===== config.mk =====
export PLATFORM = sky130hd
export DESIGN_NAME = ddr_frame_arbiter_flat
export DESIGN_NICKNAME = d
export VERILOG_FILES = /design/src/rtl/ddr_frame_arbiter_if.sv /design/src/rtl/ddr_frame_arbiter.sv /design/src/flat_wrapper.sv
export SDC_FILE = /design/constraint.sdc
export NUM_CORES = 1
export LEC_CHECK = 0
export BUFFER_PORTS_ARGS = -buffer_cell sky130_fd_sc_hd__buf_4
export CORE_MARGIN = 4
export CORE_UTILIZATION = 56
export DETAILED_ROUTE_END_ITERATION = 7
export PLACE_DENSITY = 0.85
export SLEW_MARGIN = 20
export SYNTH_ARGS = -nofsm -noshare
export SYNTH_HDL_FRONTEND = slang
export SYNTH_SLANG_ARGS = --single-unit

===== constraint.sdc =====
create_clock -name core_clk -period 2.2 [get_ports core_clk]
set_input_delay 0 -clock core_clk [delete_from_list [all_inputs] [get_ports core_clk]]
set_output_delay 0 -clock core_clk [all_outputs]
set_load 0.05 [all_outputs]

===== src/rtl/ddr_frame_arbiter_if.sv =====
// ddr_frame_arbiter_if: DDR command port bundle between the frame arbiter and the DDR controller
interface ddr_frame_arbiter_if #(
  parameter int ADDR_W = 28
);
  logic              cmd_valid;
  logic              cmd_ready;
  logic              cmd_write;
  logic [ADDR_W-1:0] cmd_addr;
  logic [7:0]        cmd_len;
  logic              burst_done;
  modport master (output cmd_valid, cmd_write, cmd_addr, cmd_len, input cmd_ready, burst_done);
  modport slave  (input cmd_valid, cmd_write, cmd_addr, cmd_len, output cmd_ready, burst_done);
endinterface


===== src/rtl/ddr_frame_arbiter.sv =====
// ddr_frame_arbiter: triple-buffered frame store scheduler arbitrating camera writes and HDMI reads onto one DDR command port
module ddr_frame_arbiter #(
  parameter int          ADDR_W       = 28,
  parameter int          BURST_LEN    = 64,
  parameter int          BEAT_BYTES   = 16,
  parameter int          FRAME_BURSTS = 4050,
  parameter int unsigned FB_BASE      = 0,
  parameter int unsigned FB_STRIDE    = 32'h0040_0000
) (
  input  logic                core_clk,
  input  logic                rst,
  input  logic                wr_frame_start,
  input  logic                wr_req,
  input  logic                rd_frame_start,
  input  logic                rd_req,
  output logic [1:0]          wr_buf_idx,
  output logic [1:0]          rd_buf_idx,
  output logic                frame_drop,
  ddr_frame_arbiter_if.master cmd
);
  localparam int OFF_W = $clog2(FRAME_BURSTS + 1);
  localparam int SHIFT = $clog2(BURST_LEN * BEAT_BYTES);
  typedef enum logic [1:0] {IDLE, ISSUE, WAIT_DONE} state_t;
  state_t             r_state, w_state_n;
  logic [1:0]         r_wr_buf, r_rd_buf, r_latest;
  logic [OFF_W-1:0]   r_wr_off, r_rd_off;
  logic               r_last_wr, r_cmd_write, r_wr_pend, r_rd_pend, r_frame_drop;
  logic [ADDR_W-1:0]  r_cmd_addr;
  logic               w_wr_busy, w_rd_busy, w_done, w_wr_go, w_rd_go;
  logic               w_wr_el, w_rd_el, w_grant, w_pick_wr, w_full;
  logic [1:0]         w_rd_buf_n, w_latest_n, w_free;
  function automatic logic [ADDR_W-1:0] buf_addr(input logic [1:0] b, input logic [OFF_W-1:0] o);
    logic [ADDR_W-1:0] base;
    base = b == 2'd0 ? ADDR_W'(FB_BASE) : b == 2'd1 ? ADDR_W'(FB_BASE + FB_STRIDE) : ADDR_W'(FB_BASE + 2 * FB_STRIDE);
    return base + (ADDR_W'(o) << SHIFT);
  endfunction
  assign w_wr_busy  = r_state != IDLE && r_cmd_write;
  assign w_rd_busy  = r_state != IDLE && !r_cmd_write;
  assign w_done     = r_state == WAIT_DONE && cmd.burst_done;
  // a frame start on a busy channel waits for that channel's burst_done
  assign w_wr_go    = (wr_frame_start || r_wr_pend) && (!w_wr_busy || w_done);
  assign w_rd_go    = (rd_frame_start || r_rd_pend) && (!w_rd_busy || w_done);
  assign w_wr_el    = wr_req && r_wr_off < OFF_W'(FRAME_BURSTS) && !w_wr_go;
  assign w_rd_el    = rd_req && r_rd_off < OFF_W'(FRAME_BURSTS) && !w_rd_go;
  assign w_grant    = r_state == IDLE && (w_wr_el || w_rd_el);
  assign w_pick_wr  = w_wr_el && (!w_rd_el || !r_last_wr);
  assign w_full     = r_wr_off == OFF_W'(FRAME_BURSTS);
  assign w_rd_buf_n = w_rd_go ? r_latest : r_rd_buf;
  assign w_latest_n = w_wr_go && w_full ? r_wr_buf : r_latest;
  assign w_free     = (w_latest_n != 2'd0 && w_rd_buf_n != 2'd0) ? 2'd0 :
                      (w_latest_n != 2'd1 && w_rd_buf_n != 2'd1) ? 2'd1 : 2'd2;
  always_comb begin
    w_state_n = r_state;
    w_state_n = w_grant ? ISSUE : (r_state == ISSUE && cmd.cmd_ready) ? WAIT_DONE : w_done ? IDLE : r_state;
  end
  always_ff @(posedge core_clk) begin
    if (rst) r_state <= IDLE;
    else     r_state <= w_state_n;
  end
  always_ff @(posedge core_clk) begin
    if (rst) begin
      r_wr_buf     <= 2'd0;
      r_rd_buf     <= 2'd2;
      r_latest     <= 2'd2;
      r_wr_off     <= '0;
      r_rd_off     <= '0;
      r_last_wr    <= 1'b1;
      r_cmd_write  <= 1'b0;
      r_cmd_addr   <= '0;
      r_wr_pend    <= 1'b0;
      r_rd_pend    <= 1'b0;
      r_frame_drop <= 1'b0;
    end else begin
      if (w_grant) begin
        r_cmd_write <= w_pick_wr;
        r_last_wr   <= w_pick_wr;
        r_cmd_addr  <= w_pick_wr ? buf_addr(r_wr_buf, r_wr_off) : buf_addr(r_rd_buf, r_rd_off);
      end
      r_wr_pend    <= (wr_frame_start || r_wr_pend) && !w_wr_go;
      r_rd_pend    <= (rd_frame_start || r_rd_pend) && !w_rd_go;
      r_wr_off     <= w_wr_go ? '0 : (w_done && r_cmd_write) ? r_wr_off + OFF_W'(1) : r_wr_off;
      r_rd_off     <= w_rd_go ? '0 : (w_done && !r_cmd_write) ? r_rd_off + OFF_W'(1) : r_rd_off;
      r_rd_buf     <= w_rd_buf_n;
      r_latest     <= w_latest_n;
      r_wr_buf     <= w_wr_go && w_full ? w_free : r_wr_buf;
      r_frame_drop <= w_wr_go && !w_full;
    end
  end
  assign cmd.cmd_valid = r_state == ISSUE;
  assign cmd.cmd_write = r_cmd_write;
  assign cmd.cmd_addr  = r_cmd_addr;
  assign cmd.cmd_len   = 8'(BURST_LEN - 1);
  assign wr_buf_idx    = r_wr_buf;
  assign rd_buf_idx    = r_rd_buf;
  assign frame_drop    = r_frame_drop;
endmodule


===== src/flat_wrapper.sv =====
// flat-port wrapper written by rule: the top's interface ports become plain ports
module ddr_frame_arbiter_flat 
#(
  parameter int          ADDR_W       = 28,
  parameter int          BURST_LEN    = 64,
  parameter int          BEAT_BYTES   = 16,
  parameter int          FRAME_BURSTS = 4050,
  parameter int unsigned FB_BASE      = 0,
  parameter int unsigned FB_STRIDE    = 32'h0040_0000
)
  (core_clk, rst, wr_frame_start, wr_req, rd_frame_start, rd_req, wr_buf_idx, rd_buf_idx, frame_drop, cmd_cmd_valid, cmd_cmd_write, cmd_cmd_addr, cmd_cmd_len, cmd_cmd_ready, cmd_burst_done);
  ddr_frame_arbiter_if #(.ADDR_W(ADDR_W)) cmd_i ();
  input  logic core_clk;
  input  logic rst;
  input  logic wr_frame_start;
  input  logic wr_req;
  input  logic rd_frame_start;
  input  logic rd_req;
  output logic [1:0] wr_buf_idx;
  output logic [1:0] rd_buf_idx;
  output logic frame_drop;
  output wire logic [$bits(cmd_i.cmd_valid)-1:0] cmd_cmd_valid;
  output wire logic [$bits(cmd_i.cmd_write)-1:0] cmd_cmd_write;
  output wire logic [$bits(cmd_i.cmd_addr)-1:0] cmd_cmd_addr;
  output wire logic [$bits(cmd_i.cmd_len)-1:0] cmd_cmd_len;
  input wire logic [$bits(cmd_i.cmd_ready)-1:0] cmd_cmd_ready;
  input wire logic [$bits(cmd_i.burst_done)-1:0] cmd_burst_done;
  assign cmd_cmd_valid = cmd_i.cmd_valid;
  assign cmd_cmd_write = cmd_i.cmd_write;
  assign cmd_cmd_addr = cmd_i.cmd_addr;
  assign cmd_cmd_len = cmd_i.cmd_len;
  assign cmd_i.cmd_ready = cmd_cmd_ready;
  assign cmd_i.burst_done = cmd_burst_done;
  ddr_frame_arbiter #(.ADDR_W(ADDR_W), .BURST_LEN(BURST_LEN), .BEAT_BYTES(BEAT_BYTES), .FRAME_BURSTS(FRAME_BURSTS), .FB_BASE(FB_BASE), .FB_STRIDE(FB_STRIDE)) u_core (.core_clk(core_clk), .rst(rst), .wr_frame_start(wr_frame_start), .wr_req(wr_req), .rd_frame_start(rd_frame_start), .rd_req(rd_req), .wr_buf_idx(wr_buf_idx), .rd_buf_idx(rd_buf_idx), .frame_drop(frame_drop), .cmd(cmd_i));
endmodule

==> flow_summary.ini <==
[yosys]
syn_inst = 350
synth-xor-area-share_pct = 5.660
synth_fa_ha_area_share_pct = 1.277
synth_compound_area_share_pct = 17.74
ys_types = 51
synth_simple_gate_area_share_pct = 23.06
async_flop_share_pct = 0
synth.largest_area_cell = dfxtp_1
synth_area_leaders = dfxtp_1 35%, buf_4 6.6%, nor3_1 6.3%, xor2_1 4.5%, nor2_1 4.0%
ys_ff_latch = 51
synth_mux_area_share_pct = 6.000
synth_edf_count = 0
synth_area_um2 = 2940
synth_warnings = 0
synth_top_family_by_area = simple AND/OR/NAND/NOR gates
synthFlopType = dfxtp_1
synth_top_area_share_pct = 34.72
ys_seq_area_share_pct = 34.72
syn_avg_cell_area_um2 = 8.401

[timing]
fin_setup_tns_ns = 0
slew_headroom_pct = 60.60
rsz0062_at_grt = false
skew_ns = 0.009342
worst_pin_slew_ns = 0.5865
fin_crit_sh_pct = 94.07
slew_viol_final = 0
hold_viol_final = 0
finalSetupViolCount = 0
fmax_mhz = 483.2
whs_ns = 0.003751
fin_crit_ns = 2.070

[die]
initial_core_util_pct = 57.57
dieArea_um2 = 6474
die_h_um = 80.46
io_pins = 51
rows = 26
core_um2 = 5107
die-width_um = 80.46

[power_and_ir_drop]
powerDensity_nw_per_um2 = 652.6
p_leak_uw = 0.001255
peakVddDrop_v = 0.0004307

[worst_hold_path]
hp-start = cmd_cmd_ready
hold_path_end = u_core.r_state[1]
hold_class = input pin to flop
hold_depth = 3

[setup_path]
crit_path_end_kind = flop
path_class = flop to flop
required_ns = 2.41
path_max_fanout = 15
timing.rr.end = u_core.cmd.cmd_addr[23]
r2r_setup_slack_ns = 0.13
reg2reg_depth = 6
worstPathArrival_ns = 2.28
r2r-start = u_core.r_wr_off[6]
cp-start-kind = flop

[layout]
drive_above_1_share_pct = 18.90
seq_area_um2 = 1022
syn2layout_area_growth_pct = 12.17
multiInputGateArea_um2 = 1672
postLayoutCoreUtil_pct = 64.58
fin_cells = 451
n_antenna_cell = 0
fill_cells = 464
num-nets-final = 391

[route]
drtPass1Iterations = 4
drt_iter0_drc = 194
ant_nets = 0
via_per_inst = 5.845
drc = 0
drt-total-wl_mm = 6.842
vias = 2636
wl_per_cell_um = 15.17

[clock_network]
root_buffer = clkbuf_8
cts_sinks = 51
h-tree-depth = 2
cts_tree = done
cts_inserted_buffers = 5
cts.clk_slew.worst_paths_ns = 0.10
worstSkewPairLatency_ns = 0.31
clockBufferDepth = 2

[global_route]
grt_pass1_vias = 2552
antenna_found_initial = 0
grt_usage_pct = 22.43
grt_overflow = 0
grt_pass1_wl_mm = 11.51
grt_max_degree = 20

[place]
place.gp.congestion = 0.8736
place_inst = 442
io_buffer_count = 28
dp_hpwl_mm = 4.857

[status]
outcome = finished, final reports clean

[run]
cap_violations = 0
[critical path: stages (launching register included)]
cell	delay (ns)
dfxtp_1	0.39
and3_1	0.25
o21bai_2	0.26
a211oi_4	0.29
buf_12	0.18
mux2_1	0.33
a211oi_1	0.26
[metal layers]
metal  up-vias  share of wire (%)  track usage (%)
li1       1287                  -                -
met1      1254                 44            28.36
met2        83                 48            38.00
met3        12                5.8            3.700
met4         0                1.8            8.615
met5         -                  0                0
[state kept, by name (all words and copies together), names as in the netlist]
| register | count |
|---|---|
| u_core.wr_buf_idx | 2 |
| u_core.r_rd_off | 12 |
| u_core.r_state | 2 |
| u_core.r_wr_off | 12 |
| u_core.cmd.cmd_addr | 14 |
| u_core.r_last_wr | 1 |
| u_core.r_latest | 2 |
| u_core.r_rd_pend | 1 |
| u_core.r_wr_pend | 1 |
| u_core.frame_drop | 1 |
| u_core.rd_buf_idx | 2 |
| u_core.cmd.cmd_write | 1 |
[placed cells by master (no fill, tap or decap), types with 5 or more instances in the layout]
master	Yosys	routed
clkbuf_8	0	5
nor2_1	31	31
nor3_1	37	37
xor2_1	15	15
conb_1	2	22
o21ai_0	7	7
o221ai_1	13	13
nand2_1	17	17
a211oi_1	15	15
inv_1	10	10
nand3_1	10	10
a21oi_1	21	21
dfxtp_1	51	50
buf_4	26	48
mux2_1	10	10
nand4_1	6	6
[what timing repair did]
item | in CTS | in global routing
gates resized for setup | 0 | 3
setup buffers | 0 | 0
setup endpoints to repair | 0 | 13
endpoints found under the hold margin | 9 | 0
hold buffers | 1 | 0
[worst max path at each step]
stage,from,to,slack (ns),cells after the start
4_1_cts,u_core.r_rd_off[2],u_core.cmd.cmd_addr[23],0.08,6
3_5_place_dp,u_core.r_state[0],u_core.cmd.cmd_addr[10],0.12,5
5_1_grt,u_core.r_state[1],u_core.cmd.cmd_addr[14],0.007,6
6_report,u_core.r_wr_off[6],u_core.cmd.cmd_addr[23],0.13,6
2_1_floorplan,u_core.cmd.cmd_write,u_core.cmd.cmd_addr[12],0.08,7
3_3_place_gp,u_core.r_state[0],u_core.cmd.cmd_addr[13],0.20,5
[cell usage after synthesis, types with 2 or more instances]
cell type / instances
dfxtp_1: 51
nor3_1: 37
nor2_1: 31
buf_4: 26
a21oi_1: 21
nand2_1: 17
a211oi_1: 15
xor2_1: 15
clkbuf_1: 13
o221ai_1: 13
inv_1: 10
mux2_1: 10
nand3_1: 10
buf_2: 7
o21ai_0: 7
nand4_1: 6
and3_1: 4
or3_1: 4
xnor2_1: 4
a211o_1: 3
ha_1: 3
mux2_2: 3
mux2i_1: 3
nor2b_1: 3
nor4_1: 3
and2_1: 2
and4_1: 2
conb_1: 2
nand4b_1: 2
o32ai_1: 2
[area by class of cell]
class	instances	area share, %
Clock inverter	2	0.3794
Timing Repair Buffer	50	11.84
Inverter	11	1.252
Tap cell	70	2.656
Sequential cell	51	30.99
Multi-Input combinational cell	261	50.68
Clock buffer	6	2.200
[through the flow]
stage	instance area [µm²]	power [µW]	setup slack [ns]
5_1_grt	3298	2244	0.007487
2_1_floorplan	3017	1521	0.07861
3_5_place_dp	3194	1629	0.1173
3_3_place_gp	3194	1616	0.1963
4_1_cts	3289	2157	0.07734
6_report	3298	2152	0.1304
[cells by family after synthesis]
family | count (synthesis)
simple gates | 130
compound gates | 71
buf+inv | 58
flops | 51
xor+xnor | 19
mux | 16
fa+ha+maj | 3
other cells | 2
[where the power goes]
| group | internal [µW] | switching (µW) |
|---|---|---|
| Sequential | 969 | 39.1 |
| Clock | 223 | 318 |
| Combinational | 189 | 414 |
Power figures use the tool's default switching activity.
